--- config.mk ---
export PLATFORM = sky130hd
export DESIGN_NAME = adder_vector_driver
export DESIGN_NICKNAME = d
export VERILOG_FILES = /design/src/rtl/adder_vector_driver_pkg.sv /design/src/rtl/adder_vector_driver_lfsr8.sv /design/src/rtl/adder_vector_driver.sv
export SDC_FILE = /design/constraint.sdc
export NUM_CORES = 1
export LEC_CHECK = 0
export ABC_CLOCK_PERIOD_IN_PS = 4200
export BUFFER_PORTS_ARGS = -buffer_cell sky130_fd_sc_hd__buf_2
export CAP_MARGIN = 20
export CORE_MARGIN = 3
export CORE_UTILIZATION = 55
export DETAILED_ROUTE_END_ITERATION = 6
export GPL_ROUTABILITY_DRIVEN = 0
export PLACE_DENSITY = 0.76
export SYNTH_ARGS = -nofsm -noshare
export SYNTH_HDL_FRONTEND = slang
export SYNTH_HIERARCHICAL = 1
export SYNTH_SLANG_ARGS = --single-unit
--- constraint.sdc ---
create_clock -name clk -period 4.2 [get_ports clk]
set_input_delay 0.63 -clock clk [delete_from_list [all_inputs] [get_ports clk]]
set_output_delay 0.63 -clock clk [all_outputs]
set_load 0.02 [all_outputs]
--- src/rtl/adder_vector_driver_pkg.sv ---
// Shared constants and types for the adder vector driver: default width, LFSR taps,
// the "no failure recorded" marker and the run-control state encoding.
package adder_vector_driver_pkg;

    localparam int unsigned WIDTH_DEF = 4;

    // x^8+x^6+x^5+x^4+1: feedback taps on bits 7, 5, 4 and 3
    localparam logic [7:0] LFSR_TAPS = 8'hB8;

    localparam logic [15:0] NO_FAIL = 16'hFFFF;
    localparam logic [15:0] ERR_MAX = 16'hFFFF;

    typedef enum logic [1:0] {
        StIdle,
        StHold,
        StDone
    } state_t;

endpackage

--- src/rtl/adder_vector_driver_lfsr8.sv ---
// 8-bit Fibonacci LFSR, shifting left with feedback into bit 0; load takes priority over enable.
module lfsr8
    import adder_vector_driver_pkg::*;
#(
    parameter logic [7:0] RESET_VAL = 8'hA5
) (
    input  logic       clk,
    input  logic       rst,
    input  logic       en,
    input  logic       load,
    input  logic [7:0] seed,
    output logic [7:0] q
);

    logic [7:0] q_q;
    logic [7:0] q_d;

    always_comb begin
        q_d = q_q;
        if (load) begin
            q_d = seed;
        end else if (en) begin
            q_d = {q_q[6:0], ^(q_q & LFSR_TAPS)};
        end
    end

    always_ff @(posedge clk or negedge rst) begin
        if (!rst) begin
            q_q <= RESET_VAL;
        end else begin
            q_q <= q_d;
        end
    end

    assign q = q_q;

endmodule

--- src/rtl/adder_vector_driver.sv ---
// On-board stimulus source and checker for a 4-operand adder: walks a counter/LFSR vector
// sequence, samples sum/ov at the end of each hold window and tallies mismatches.
module adder_vector_driver
    import adder_vector_driver_pkg::*;
#(
    parameter int unsigned WIDTH   = WIDTH_DEF,
    parameter int unsigned NUM_VEC = 256,
    parameter int unsigned LAT     = 0,
    parameter int unsigned D_MODE  = 1,
    parameter logic [7:0]  SEED    = 8'hA5
) (
    input  logic             clk,
    input  logic             rst,
    input  logic             start,
    output logic [WIDTH-1:0] a,
    output logic [WIDTH-1:0] b,
    output logic [WIDTH-1:0] c,
    output logic [WIDTH-1:0] d,
    input  logic [WIDTH-1:0] sum,
    input  logic             ov,
    output logic             busy,
    output logic             done,
    output logic             pass,
    output logic [15:0]      err_cnt,
    output logic [15:0]      fail_idx
);

    localparam int unsigned     HCW       = (LAT > 0) ? $clog2(LAT + 1) : 1;
    localparam logic [HCW-1:0]  HOLD_LAST = HCW'(LAT);
    localparam logic [15:0]     LAST_IDX  = 16'(NUM_VEC - 1);
    localparam logic [WIDTH-1:0] OP_MAX   = '1;

    state_t           state_q, state_d;
    logic [WIDTH-1:0] a_q, a_d;
    logic [WIDTH-1:0] b_q, b_d;
    logic [WIDTH-1:0] c_q, c_d;
    logic [15:0]      vec_q, vec_d;
    logic [HCW-1:0]   hold_q, hold_d;
    logic [15:0]      err_q, err_d;
    logic [15:0]      fail_q, fail_d;

    logic       lfsr_en;
    logic       lfsr_load;
    logic [7:0] lfsr_q;
    logic       unused_lfsr_hi;

    lfsr8 #(
        .RESET_VAL (SEED)
    ) u_lfsr (
        .clk  (clk),
        .rst  (rst),
        .en   (lfsr_en),
        .load (lfsr_load),
        .seed (SEED),
        .q    (lfsr_q)
    );

    assign unused_lfsr_hi = ^lfsr_q[7:4];

    // d follows the LFSR directly; outside a run (idle/reset) it reads 0
    assign d = (D_MODE != 0 && state_q != StIdle) ? WIDTH'(lfsr_q[3:0]) : '0;

    // Reference model, two guard bits so any carry out of WIDTH shows up as overflow
    logic [WIDTH+1:0] ref_s;
    logic [WIDTH-1:0] exp_sum;
    logic             exp_ov;
    logic             mismatch;

    always_comb begin
        ref_s    = {2'b00, a_q} + {2'b00, b_q} + {2'b00, c_q} + {2'b00, d};
        exp_sum  = ref_s[WIDTH-1:0];
        exp_ov   = |ref_s[WIDTH+1:WIDTH];
        mismatch = (sum != exp_sum) || (ov != exp_ov);
    end

    always_comb begin
        state_d   = state_q;
        a_d       = a_q;
        b_d       = b_q;
        c_d       = c_q;
        vec_d     = vec_q;
        hold_d    = hold_q;
        err_d     = err_q;
        fail_d    = fail_q;
        lfsr_en   = 1'b0;
        lfsr_load = 1'b0;

        unique case (state_q)
            StIdle, StDone: begin
                if (start) begin
                    state_d   = StHold;
                    a_d       = '0;
                    b_d       = '0;
                    c_d       = '0;
                    vec_d     = '0;
                    hold_d    = '0;
                    err_d     = '0;
                    fail_d    = NO_FAIL;
                    lfsr_load = 1'b1;
                end
            end
            StHold: begin
                if (hold_q == HOLD_LAST) begin
                    if (mismatch) begin
                        if (err_q != ERR_MAX) begin
                            err_d = err_q + 16'd1;
                        end
                        if (fail_q == NO_FAIL) begin
                            fail_d = vec_q;
                        end
                    end
                    if (vec_q == LAST_IDX) begin
                        state_d = StDone;
                    end else begin
                        hold_d  = '0;
                        vec_d   = vec_q + 16'd1;
                        a_d     = a_q + 1'b1;
                        lfsr_en = 1'b1;
                        if (a_q == OP_MAX) begin
                            b_d = b_q + 1'b1;
                            if (b_q == OP_MAX) begin
                                c_d = c_q + 1'b1;
                            end
                        end
                    end
                end else begin
                    hold_d = hold_q + 1'b1;
                end
            end
            default: state_d = StIdle;
        endcase
    end

    always_ff @(posedge clk or negedge rst) begin
        if (!rst) begin
            state_q <= StIdle;
            a_q     <= '0;
            b_q     <= '0;
            c_q     <= '0;
            vec_q   <= '0;
            hold_q  <= '0;
            err_q   <= '0;
            fail_q  <= NO_FAIL;
        end else begin
            state_q <= state_d;
            a_q     <= a_d;
            b_q     <= b_d;
            c_q     <= c_d;
            vec_q   <= vec_d;
            hold_q  <= hold_d;
            err_q   <= err_d;
            fail_q  <= fail_d;
        end
    end

    assign a        = a_q;
    assign b        = b_q;
    assign c        = c_q;
    assign busy     = (state_q == StHold);
    assign done     = (state_q == StDone);
    assign pass     = done && (err_q == 16'd0);
    assign err_cnt  = err_q;
    assign fail_idx = fail_q;

endmodule

==> results of run 1 <==
==> registers in the layout (all words and copies together), names as in the netlist <==
signal    cells
err_cnt      16
fail_idx     16
u_lfsr/q      8
a             4
state_q       2
b             4
c             4
vec_q        16
==> worst max path at each step <==
stage                     from           end  cells after the start
final                     a[1]    err_cnt[1]                     11
after global routing      a[1]  fail_idx[14]                     12
after CTS                 a[1]    err_cnt[1]                     11
after detailed placement  a[1]    err_cnt[1]                     11
after global placement    a[1]   err_cnt[12]                     11
after floorplan           a[1]   err_cnt[15]                     12
==> cell usage in the layout, fill, tap and decap left out, types with 3 or more instances in the layout <==
master     count
buf_2         58
dfrtp_1       50
nand2_1       38
nor2_1        27
dfstp_2       20
inv_1         19
nand3_1       19
nor3_1        19
o21ai_0       16
nand4_1       15
a2bb2oi_1     14
mux2i_1       12
a21oi_1       11
ha_1          11
and3_1        10
nor4_1         9
xor2_1         9
a22o_1         9
clkbuf_8       9
o211ai_1       8
fa_1           8
conb_1         8
nand2b_1       7
buf_4          7
xnor2_1        6
and4_1         5
o221ai_1       5
a21o_1         4
nor2b_1        4
or4_1          4
a221o_1        4
o31ai_1        4
nor3b_1        3
bufinv_16      3
==> logic make-up after synthesis <==
kind of cell,synth area share
muxes,0.0348
other,0.00183
buffers and inverters,0.0439
and+or+nand+nor,0.211
xor gates and xnor gates,0.0320
AOI/OAI and AO/OA,0.171
adders and majority gates,0.0726
DFF,0.433
==> critical path, cell delays in order, from the launching register on <==
cell	delay (ns)
dfrtp_1	0.45
fa_1	0.56
inv_1	0.05
fa_1	0.50
inv_1	0.04
ha_1	0.23
fa_1	0.43
or4b_1	0.50
or4_1	0.46
o211a_2	0.24
o21ai_4	0.23
mux2i_1	0.22
==> routing by layer <==
metal	routed length [µm]	global-route usage	vias to the layer above
met5	0	0	-
li1	-	-	1671
met4	168	0.0829	0
met3	383	0.0341	17
met1	4370	0.330	1750
met2	5030	0.424	109
==> area by class of cell <==
type | instances | share of cell area
Clock buffer | 9 | 0.0261
Clock inverter | 7 | 0.0256
Inverter | 20 | 0.0158
Multi-Input combinational cell | 317 | 0.460
Sequential cell | 70 | 0.375
Tap cell | 96 | 0.0253
Timing Repair Buffer | 65 | 0.0724
==> per-stage QoR <==
stage | hold WS (ns) | util
after floorplan | 0.334 | -
after global placement | 0.496 | 0.639
after CTS | 0.313 | 0.673
after detailed placement | 0.501 | 0.639
after global routing | 0.330 | 0.675
final | 0.284 | 0.675
==> power breakdown <==
part	internal [mW]	switching (mW)	total, mW
Clock	0.398	0.275	0.672
Sequential	0.948	0.235	1.18
Combinational	0.601	0.896	1.50
==> what timing repair did <==
action                                  in CTS  in global routing
endpoints found under the setup margin       0                 15
gates resized for setup                      0                  3
setup buffers                                0                  0
==> impl_metrics.toml, run 1 <==
[yosys]
synth_cells = 423
synthDistinctLibCells = 54
avgSynthCellArea_um2 = 9.70
yosys.area.top_type = "dfrtp_1"
ys_ff_latch = 70
ys.warnings.count = 6
synthFlopType = "dfrtp_1"
syn_area_um2 = 4100
synthTopCellsByArea = "dfrtp_1 (31%), dfstp_2 (13%), fa_1 (3.9%)"
synth_most_common_cell = "dfrtp_1"
ys_seq_area_frac = 0.433
synth_edf_count = 0
synth_common_cells = "dfrtp_1 (50), nand2_1 (38), nor2_1 (27)"
ys_async_sr_fraction = 1.00
synth_top_area_frac = 0.305

[routing]
vias = 3547
drc_errors = 0
viasPerCell = 6.07
wl_per_cell_um = 17.1
drt_wl_total_um = 9960
drtPass1Iterations = 5
first_iter_violations = 258
ant_nets = 0

[timing]
post-route-min-period_ns = 3.99
rsz0062_at_grt = "false"
tightest_slew_ns = 0.760
setup_viol = 0
drv_slew = 0
fin_crit_sh = 0.951
finClkSkew_ns = 0.00971
final.setup.tns_ns = 0
setup_ws_ns = 0.208
slew_headroom = 0.489
fmax_ghz = 0.250
hold_violations = 0

[clock_network]
cts_buffers = 9
cts_root_buf = "clkbuf_8"
insertion_delay_ns = 0.35
htreeDepth = 3
cts_hold_buffers = 0
clock_path_buffers = 2
cts_tree = "done"
clock-sinks = 70
cts.clk_slew.worst_paths_ns = 0.08

[critical_path]
cp-end-kind = "register"
r2r_setup_slack_ns = 0.21
arrival_ns = 4.27
critPathKind = "reg2reg"
ff2ff_path_depth = 11
crit_path_start_kind = "register"
r2r_start = "a[1]"
r2r-end = "err_cnt[1]"
critPathMaxFanout = 12
required_ns = 4.48

[final_layout]
antennaDiodeCount = 0
stdcell_count = 584
area_growth_pct = 15.5
final_cell_area_um2 = 4740
nNetsFinal = 510
drive_above_1_share = 0.225
multi_input_area_um2 = 2180
regArea_um2 = 1780
fill_cells = 596

[placement]
post-place-cells = 568
placed_area_um2 = 4480
place_hpwl_um = 7120
place_ws_ns = 0.0838
port_buffers = 58

[global_routing]
overflow = 0
grt_pass1_wl_um = 17000
antenna_found_initial = 0
grt_pass1_vias = 3487
grt_max_degree = 44
grt_usage = 0.250

[die]
die_h_um = 92.4
die_x_um = 92.4
die-area_um2 = 8530
rows = 30
coreArea_um2 = 7020
start_util = 0.584
ios = 59

[job]
cap_violations = 0

[power]
power.total_mw = 3.35
p_per_area_nw_per_um2 = 707
leakage_nw = 2.34
peakVddDrop_v = 0.000373

[hold_path]
worstHoldPathType = "in2async"

[run_status]
outcome = "completed"
(Power assumes the default switching activity.)
==> run 2: changes to the inputs <==
--- a/config.mk
+++ b/config.mk
@@ -9,10 +9,10 @@
 export BUFFER_PORTS_ARGS = -buffer_cell sky130_fd_sc_hd__buf_2
 export CAP_MARGIN = 20
 export CORE_MARGIN = 3
-export CORE_UTILIZATION = 55
+export CORE_UTILIZATION = 58
 export DETAILED_ROUTE_END_ITERATION = 6
 export GPL_ROUTABILITY_DRIVEN = 0
-export PLACE_DENSITY = 0.76
+export PLACE_DENSITY = 0.8
 export SYNTH_ARGS = -nofsm -noshare
 export SYNTH_HDL_FRONTEND = slang
 export SYNTH_HIERARCHICAL = 1
==> run 2 against run 1 <==
Compared with the run above: worst hold slack better by 0.036 ns; maximum frequency fell by 1.0%; via count increased by 1.4%; setup slack worse by 0.041 ns; flip-flop and latch count unchanged; sequential share of layout area barely moved; die area decreased by 4.8%; clock power shrank 9.1%; critical path depth did not move; clock skew increased by 0.0025 ns; non-clock buffer count grew 3; largest cell class unchanged; largest power group unchanged.
==> impl_metrics.toml, run 2 (synthesis gave the netlist of run 1 again) <==
[routing]
drtPass1Iterations = 5
viasPerCell = 6.12
wl_per_cell_um = 17.3
ant_nets = 0
drt_wl_total_um = 10100
first_iter_violations = 253
drc_errors = 0
vias = 3595

[die]
start_util = 0.600
die_h_um = 90.1
die-area_um2 = 8120
coreArea_um2 = 6830
die_x_um = 90.1
ios = 59
rows = 30

[timing]
holdWs_ns = 0.320
hold_violations = 0
drv_slew = 0
setup_ws_ns = 0.167
tightest_slew_ns = 0.813
finClkSkew_ns = 0.0122
fin_crit_sh = 0.960
rsz0062_at_grt = "false"
slew_headroom = 0.453
post-route-min-period_ns = 4.03
setup_viol = 0
final.setup.tns_ns = 0
fmax_ghz = 0.248

[final_layout]
nNetsFinal = 513
final_cell_mix = "buf_2 (58), dfrtp_1 (50), nand2_1 (38), nor2_1 (27), dfstp_2 (20)"
antennaDiodeCount = 0
drive_above_1_share = 0.230
layout.cells.most_common = "buf_2"
stdcell_count = 587
area_growth_pct = 15.5
final_cell_area_um2 = 4740
fin_util = 0.693

[clock_network]
clock-sinks = 70
cts_tree = "done"
clock_path_buffers = 2
cts_root_buf = "clkbuf_8"
htreeDepth = 3
cts.clk_slew.worst_paths_ns = 0.09
insertion_delay_ns = 0.35
cts_buffers = 9
cts_hold_buffers = 0

[placement]
port_buffers = 58
placed_area_um2 = 4500
post-place-cells = 571
place_ws_ns = 0.0425
place_hpwl_um = 6950

[critical_path]
crit_path_start_kind = "register"
required_ns = 4.48
critPathKind = "reg2reg"
arrival_ns = 4.31
cp-end-kind = "register"
critPathMaxFanout = 12

[power]
power.total_mw = 3.31
p_per_area_nw_per_um2 = 698
peakVddDrop_v = 0.000396
leakage_nw = 2.33

[global_routing]
overflow = 0
antenna_found_initial = 0
grt_usage = 0.260
grt_pass1_wl_um = 17300
grt_max_degree = 42
grt_pass1_vias = 3466

[hold_path]
worstHoldPathType = "in2async"

[run_status]
outcome = "completed"

[job]
cap_violations = 0
-- run 2: cell count changes in the layout (fill, tap and decap cells not counted), sizes merged --
cell	previous run	this run
buf	65	68
clkinvlp	0	2
bufinv	3	2
clkinv	4	3
-- run 2: power breakdown --
part / switching, mW / internal (mW)
Clock: 0.275 / 0.336
Combinational: 0.914 / 0.604
Sequential: 0.229 / 0.947
Total: 1.42 / 1.89
-- run 2: worst max-delay path, cell delays in order, from the launching register on --
cell,delay [ns]
dfrtp_1,0.45
fa_1,0.57
inv_1,0.06
fa_1,0.51
inv_1,0.05
ha_1,0.22
fa_1,0.44
or4b_1,0.50
or4_1,0.45
o211a_2,0.24
o21ai_4,0.24
mux2i_1,0.23
-- run 2: metal layers --
layer / up-vias / wire [µm] / global-route usage / part of all wire
met5: - / 0 / 0 / 0
met4: 0 / 159 / 0.0969 / 0.016
met3: 20 / 569 / 0.0427 / 0.056
met2: 130 / 5000 / 0.419 / 0.49
met1: 1767 / 4400 / 0.356 / 0.43
li1: 1678 / - / - / -
-- run 2: final cells by class --
cell class	instances	area, µm²
clock buffers	9	124
clock inverters	7	97.6
fillers	526	2090
inverters	20	75.1
multi-input cells	317	2180
flip-flops and latches	70	1780
well taps	96	120
repair buffers	68	365
-- run 2: path summary, 6_finish.rpt --
check                       startpoint     endpoint  slack [ns]  cells past startpoint
max                               a[1]   err_cnt[1]        0.17                     11
min                                rst   err_cnt[5]        0.32                      1
max reg2reg                       a[1]   err_cnt[1]        0.17                     11
min reg2reg                fail_idx[5]  fail_idx[5]        0.51                      1
max in group asynchronous          rst  u_lfsr/q[7]        2.87                      2
min in group clk           fail_idx[5]  fail_idx[5]        0.51                      1
-- run 2: what timing repair did --
| item | CTS | global route |
|---|---|---|
| resized for setup | 0 | 3 |
| buffers inserted | 0 | 0 |
| setup endpoints to repair | 0 | 15 |
